**config.mk**
```make
export PLATFORM = sky130hd
export DESIGN_NAME = signed_mul_seq
export DESIGN_NICKNAME = d
export VERILOG_FILES = /design/src/rtl/smul_pkg.sv /design/src/rtl/signed_mul_seq_comp.sv /design/src/rtl/signed_mul_seq_csa.sv /design/src/rtl/signed_mul_seq.sv
export SDC_FILE = /design/constraint.sdc
export NUM_CORES = 1
export LEC_CHECK = 0
export CAP_MARGIN = 20
export CORE_ASPECT_RATIO = 0.75
export CORE_MARGIN = 1
export CORE_UTILIZATION = 25
export CTS_CLUSTER_DIAMETER = 120
export DETAILED_ROUTE_END_ITERATION = 16
export PLACE_DENSITY = 0.44
export SLEW_MARGIN = 20
export SYNTH_ARGS = -nofsm -noshare
export SYNTH_HDL_FRONTEND = slang
export SYNTH_SLANG_ARGS = --single-unit
```
**constraint.sdc**
```tcl
create_clock -name clk_smul -period 5.4 [get_ports clk_smul]
set_input_delay 1.08 -clock clk_smul [delete_from_list [all_inputs] [get_ports clk_smul]]
set_output_delay 1.08 -clock clk_smul [all_outputs]
set_load 0.01 [all_outputs]
```
**src/rtl/smul_pkg.sv**
```systemverilog
// Shared types and constants for the sequential
// 32x32 signed/unsigned multiplier.
package smul_pkg;

  localparam int WIDTH = 32;
  localparam int ITER  = 32;
  localparam int CNT_W = 5;

  typedef enum logic [2:0] {
    S_IDLE,
    S_NEGA,
    S_NEGB,
    S_MUL,
    S_NEGP,
    S_DONE
  } state_t;

endpackage

```
**src/rtl/signed_mul_seq_comp.sv**
```systemverilog
// Shared two's-complement unit: passes the input
// through, or negates it when addsub is set.
module signed_mul_seq_comp
  import smul_pkg::*;
(
  input  logic [WIDTH-1:0] din,
  input  logic             addsub,
  output logic [WIDTH-1:0] dout
);

  assign dout = addsub ? (~din + 1'b1) : din;

endmodule

```
**src/rtl/signed_mul_seq_csa.sv**
```systemverilog
// 32-bit accumulate stage: acc + (en ? addend : 0)
// with the carry-out kept as a 33rd bit.
module signed_mul_seq_csa
  import smul_pkg::*;
(
  input  logic [WIDTH-1:0] acc,
  input  logic [WIDTH-1:0] addend,
  input  logic             en,
  output logic [WIDTH-1:0] sum,
  output logic             cout
);

  logic [WIDTH-1:0] op;

  assign op = en ? addend : '0;
  assign {cout, sum} = {1'b0, acc} + {1'b0, op};

endmodule

```
**src/rtl/signed_mul_seq.sv**
```systemverilog
// Multi-cycle 32x32 multiplier: sign-magnitude
// around a shift-add loop, one shared negator.
module signed_mul_seq
  import smul_pkg::*;
(
  input  logic        clk_smul,
  input  logic        rstn_smul,
  input  logic        start_smul,
  input  logic        signed_smul,
  input  logic [31:0] a_smul,
  input  logic [31:0] b_smul,
  output logic        busy_smul,
  output logic        done_smul,
  output logic [31:0] product_smul,
  output logic        ovf_smul
);

  localparam logic [WIDTH-1:0] MIN_NEG =
    {1'b1, {(WIDTH-1){1'b0}}};

  state_t           state;
  logic [CNT_W-1:0] cnt;
  logic [WIDTH-1:0] mcand;
  logic [WIDTH-1:0] acc_hi;
  logic [WIDTH-1:0] acc_lo;
  logic             neg;
  logic             signed_q;

  logic [WIDTH-1:0] comp_in;
  logic             comp_as;
  logic [WIDTH-1:0] comp_out;
  logic [WIDTH-1:0] sum;
  logic             cout;
  logic             ovf_nxt;

  // Negator input select, decoded from state only
  always_comb begin
    comp_in = acc_lo;
    comp_as = neg;
    case (state)
      S_NEGA: begin
        comp_in = mcand;
        comp_as = signed_q & mcand[WIDTH-1];
      end
      S_NEGB: begin
        comp_in = acc_lo;
        comp_as = signed_q & acc_lo[WIDTH-1];
      end
      default: begin
        comp_in = acc_lo;
        comp_as = neg;
      end
    endcase
  end

  signed_mul_seq_comp u_comp (
    .din    (comp_in),
    .addsub (comp_as),
    .dout   (comp_out)
  );

  signed_mul_seq_csa u_csa (
    .acc    (acc_hi),
    .addend (mcand),
    .en     (acc_lo[0]),
    .sum    (sum),
    .cout   (cout)
  );

  // Range check on the final magnitude
  always_comb begin
    ovf_nxt = |acc_hi;
    if (signed_q) begin
      ovf_nxt = (|acc_hi) |
        (acc_lo[WIDTH-1] &
         ~(neg & (acc_lo == MIN_NEG)));
    end
  end

  // Sequencer with registered handshake/result
  always_ff @(posedge clk_smul or negedge rstn_smul) begin
    if (!rstn_smul) begin
      state        <= S_IDLE;
      cnt          <= '0;
      mcand        <= '0;
      acc_hi       <= '0;
      acc_lo       <= '0;
      neg          <= 1'b0;
      signed_q     <= 1'b0;
      busy_smul    <= 1'b0;
      done_smul    <= 1'b0;
      product_smul <= '0;
      ovf_smul     <= 1'b0;
    end else begin
      done_smul <= 1'b0;
      case (state)
        S_IDLE: begin
          if (start_smul) begin
            mcand     <= a_smul;
            acc_lo    <= b_smul;
            signed_q  <= signed_smul;
            neg       <= signed_smul &
                         (a_smul[31] ^ b_smul[31]);
            busy_smul <= 1'b1;
            state     <= S_NEGA;
          end
        end
        S_NEGA: begin
          mcand <= comp_out;
          state <= S_NEGB;
        end
        S_NEGB: begin
          acc_lo <= comp_out;
          acc_hi <= '0;
          cnt    <= '0;
          state  <= S_MUL;
        end
        S_MUL: begin
          acc_hi <= {cout, sum[WIDTH-1:1]};
          acc_lo <= {sum[0], acc_lo[WIDTH-1:1]};
          cnt    <= cnt + 1'b1;
          if (cnt == CNT_W'(ITER - 1)) begin
            state <= S_NEGP;
          end
        end
        S_NEGP: begin
          product_smul <= comp_out;
          ovf_smul     <= ovf_nxt;
          done_smul    <= 1'b1;
          state        <= S_DONE;
        end
        S_DONE: begin
          busy_smul <= 1'b0;
          state     <= S_IDLE;
        end
        default: begin
          state <= S_IDLE;
        end
      endcase
    end
  end

endmodule

```
==> impl_metrics.env <==
export IMPL_outcome="complete, no violations"
export IMPL_vdd_drop_max_mv=0.167
export IMPL_cts_hold_fix_buffers=0
export IMPL_core_area_um2=35800
export IMPL_nets=1237
export IMPL_die_w_um=222
export IMPL_io_pins=103
export IMPL_drt_iter0_markers=699
export IMPL_wl_per_cell_um=20.4
export IMPL_power_leakage_nw=4.77
export IMPL_ys_warn_count=0
export IMPL_final_common_cell="nand2_1"
export IMPL_period_needed_ns=4.03
export IMPL_io_buffers=102
export IMPL_rsz0062_at_grt="no"
export IMPL_reg2reg_slack_ns=1.37
export IMPL_setup_violations_final=0
export IMPL_antenna_left=0
export IMPL_finalCritPeriodShare_pct=74.6
export IMPL_synth_edff_count=0
export IMPL_antenna_found_initial=0
export IMPL_crit_path_start_kind="flop"
export IMPL_grt_remaining_overflow=0
export IMPL_worst_pin_slew_ns=1.12
export IMPL_postSynthCellCount=1061
export IMPL_syn_num_nets=1165
export IMPL_synthFlopType="dfrtp_1"
export IMPL_r2r_cells=9
export IMPL_grt_pass1_wl_mm=51.0
export IMPL_tritoncts="yes"
export IMPL_dieArea_um2=37100
export IMPL_max_freq_mhz=248
export IMPL_groute_usage_overall_pct=18.0
export IMPL_drcViolationCount=0
export IMPL_path_class="reg -> reg"
export IMPL_wirelength_met1_mm=17.0
export IMPL_h_tree_depth=4
export IMPL_max_slew_margin_pct=25.0
export IMPL_std_cell_rows=60
export IMPL_antennaDiodeCount=0
export IMPL_crit_arrival_ns=4.34
export IMPL_avgSynthCellArea_um2=8.56
export IMPL_async_flop_share_pct=100
export IMPL_endpoint_kind="flop"
export IMPL_yosysUniqueCellTypes=72
export IMPL_cts_buffers=17
export IMPL_hp_class="reg -> reg"
export IMPL_startpoint="state[1]$_DFFE_PN0P_"
export IMPL_place_hpwl_mm=23.6
export IMPL_maxCapViolCount=0
export IMPL_cts_repair_resized=0
export IMPL_min_from="cnt[4]$_DFFE_PN0N_"
export IMPL_r2r_start="state[1]$_DFFE_PN0P_"
export IMPL_vias=8456
export IMPL_layout_common_cells="nand2_1 (175), dfrtp_1 (140), clkdlybuf4s50_1 (101), o21ai_0 (100), a21oi_1 (58)"
export IMPL_layout_drive_gt1_share_pct=6.02
export IMPL_ctsRootBufferMaster="clkbuf_16"
export IMPL_drv_slew=0
export IMPL_num_fill_cells=3796
export IMPL_ys_seq_elements=141
export IMPL_worstPathMaxFanout=46
export IMPL_synth_area_um2=9080
export IMPL_totalWireLength_mm=32.9
export IMPL_start_util_pct=25.4
export IMPL_gp_routability_congestion=0.850
export IMPL_maxUsedRoutingLayer="met4"
export IMPL_finalSetupTns_ns=0
export IMPL_place_area_um2=10600
export IMPL_met2_length_mm=14.2
export IMPL_met3WireLength_mm=1.38
export IMPL_grt_max_degree=67
export IMPL_vias_per_cell=5.25
export IMPL_hold_violations=0
export IMPL_crit_required_ns=5.71
export IMPL_drt_pass1_iter_count=9
export IMPL_postCtsSetupBuffers=0
export IMPL_grt_pass1_vias=8305
export IMPL_finClkSkew_ns=0.00928
export IMPL_cts_max_path_buffers=2
export IMPL_clkTransAtPathRegs_ns=0.06
export IMPL_cts_sinks=141
export IMPL_fin_area_um2=11200
export IMPL_multiInputGateArea_um2=5250
export IMPL_ys_seq_area_share_pct=38.9
export IMPL_area_growth_pct=23.6
export IMPL_worstSkewPairLatency_ns=0.44
export IMPL_worstHoldPathCells=2
export IMPL_fin_hold_ws_ns=0.477
export IMPL_power_density_nw_per_um2=593
export IMPL_seq_area_um2=3530
export IMPL_die_height_um=167
through the flow:
| stage | std cells | power, mW | worst slack [ns] | utilization (%) |
|---|---|---|---|---|
| global placement | 1579 | 5.31 | 1.42 | 29.5 |
| global route | 1611 | 7.18 | 1.04 | 31.3 |
| CTS | 1611 | 6.68 | 1.37 | 31.3 |
| finish | 1611 | 6.66 | 1.37 | 31.3 |
| floorplan | 1061 | 4.26 | 2.51 | - |
| detailed placement | 1579 | 5.31 | 1.38 | 29.5 |
cell type report:
class	instances	share of cell area, %
clock buffer	21	4.10
clock inverter	11	1.68
inverter	21	0.702
multi-input combinational	835	46.8
sequential	141	31.5
tap	465	5.18
timing repair buffer	117	10.1
cells in the mapped netlist, drive strengths merged, types with 25 or more instances:
master    n  area (um^2)
ha       35          438
nor3     30          155
o21ai   103          515
mux2i    30          329
nor2     57          214
a21oi    58          290
a31oi    27          169
clkbuf   52          195
dfrtp   141         3530
nand2   178          671
and2     35          219
nand3    25          138
xor2     27          236
layer usage:
metal,vias up,GRT usage [%]
li1,4035,-
met1,4218,27.5
met2,184,26.2
met3,19,3.14
met4,0,3.56
met5,-,0
registers in the layout, summed over array words and instances, names as in the netlist:
signal,flops
acc_hi,32
acc_lo,32
busy_smul,1
cnt,5
done_smul,1
mcand,32
neg,1
ovf_smul,1
product_smul,32
signed_q,1
state,3
worst paths after layout:
check,to
worst max-delay path,acc_lo[30]$_DFFE_PN0P_
worst min-delay path,cnt[4]$_DFFE_PN0N_
min in group asynchronous,acc_hi[28]$_DFFE_PN0N_
worst min register to register,cnt[4]$_DFFE_PN0N_
worst max register to register,acc_lo[30]$_DFFE_PN0P_
max in group asynchronous,state[0]$_DFFE_PN0P_
power by group:
group	internal (mW)	switching (mW)	total, mW
Combinational	1.35	1.93	3.27
Clock	0.842	0.492	1.33
Sequential	1.47	0.580	2.05
Total	3.66	3.00	6.66
cells by family (layout without fill, tap and decap cells):
logic type	after synthesis	in the layout	synth area share, %
muxes	30	30	3.62
xor gates and xnor gates	47	47	4.53
adders and majority gates	36	36	5.04
DFF	141	141	38.9
AOI/OAI and AO/OA	336	336	24.0
buffers and inverters	85	170	3.75
and+or+nand+nor	386	386	20.2
critical path, cell delays in order (launching register included):
cell      delay, ns
dfrtp_1        0.72
or3b_4         0.76
mux2i_1        0.42
ha_1           0.35
nand4_2        0.25
nor3_2         0.67
a41o_1         0.33
xnor2_1        0.15
o211ai_2       0.16
o21ai_1        0.08
No activity file was read; power rests on OpenSTA's default activity.
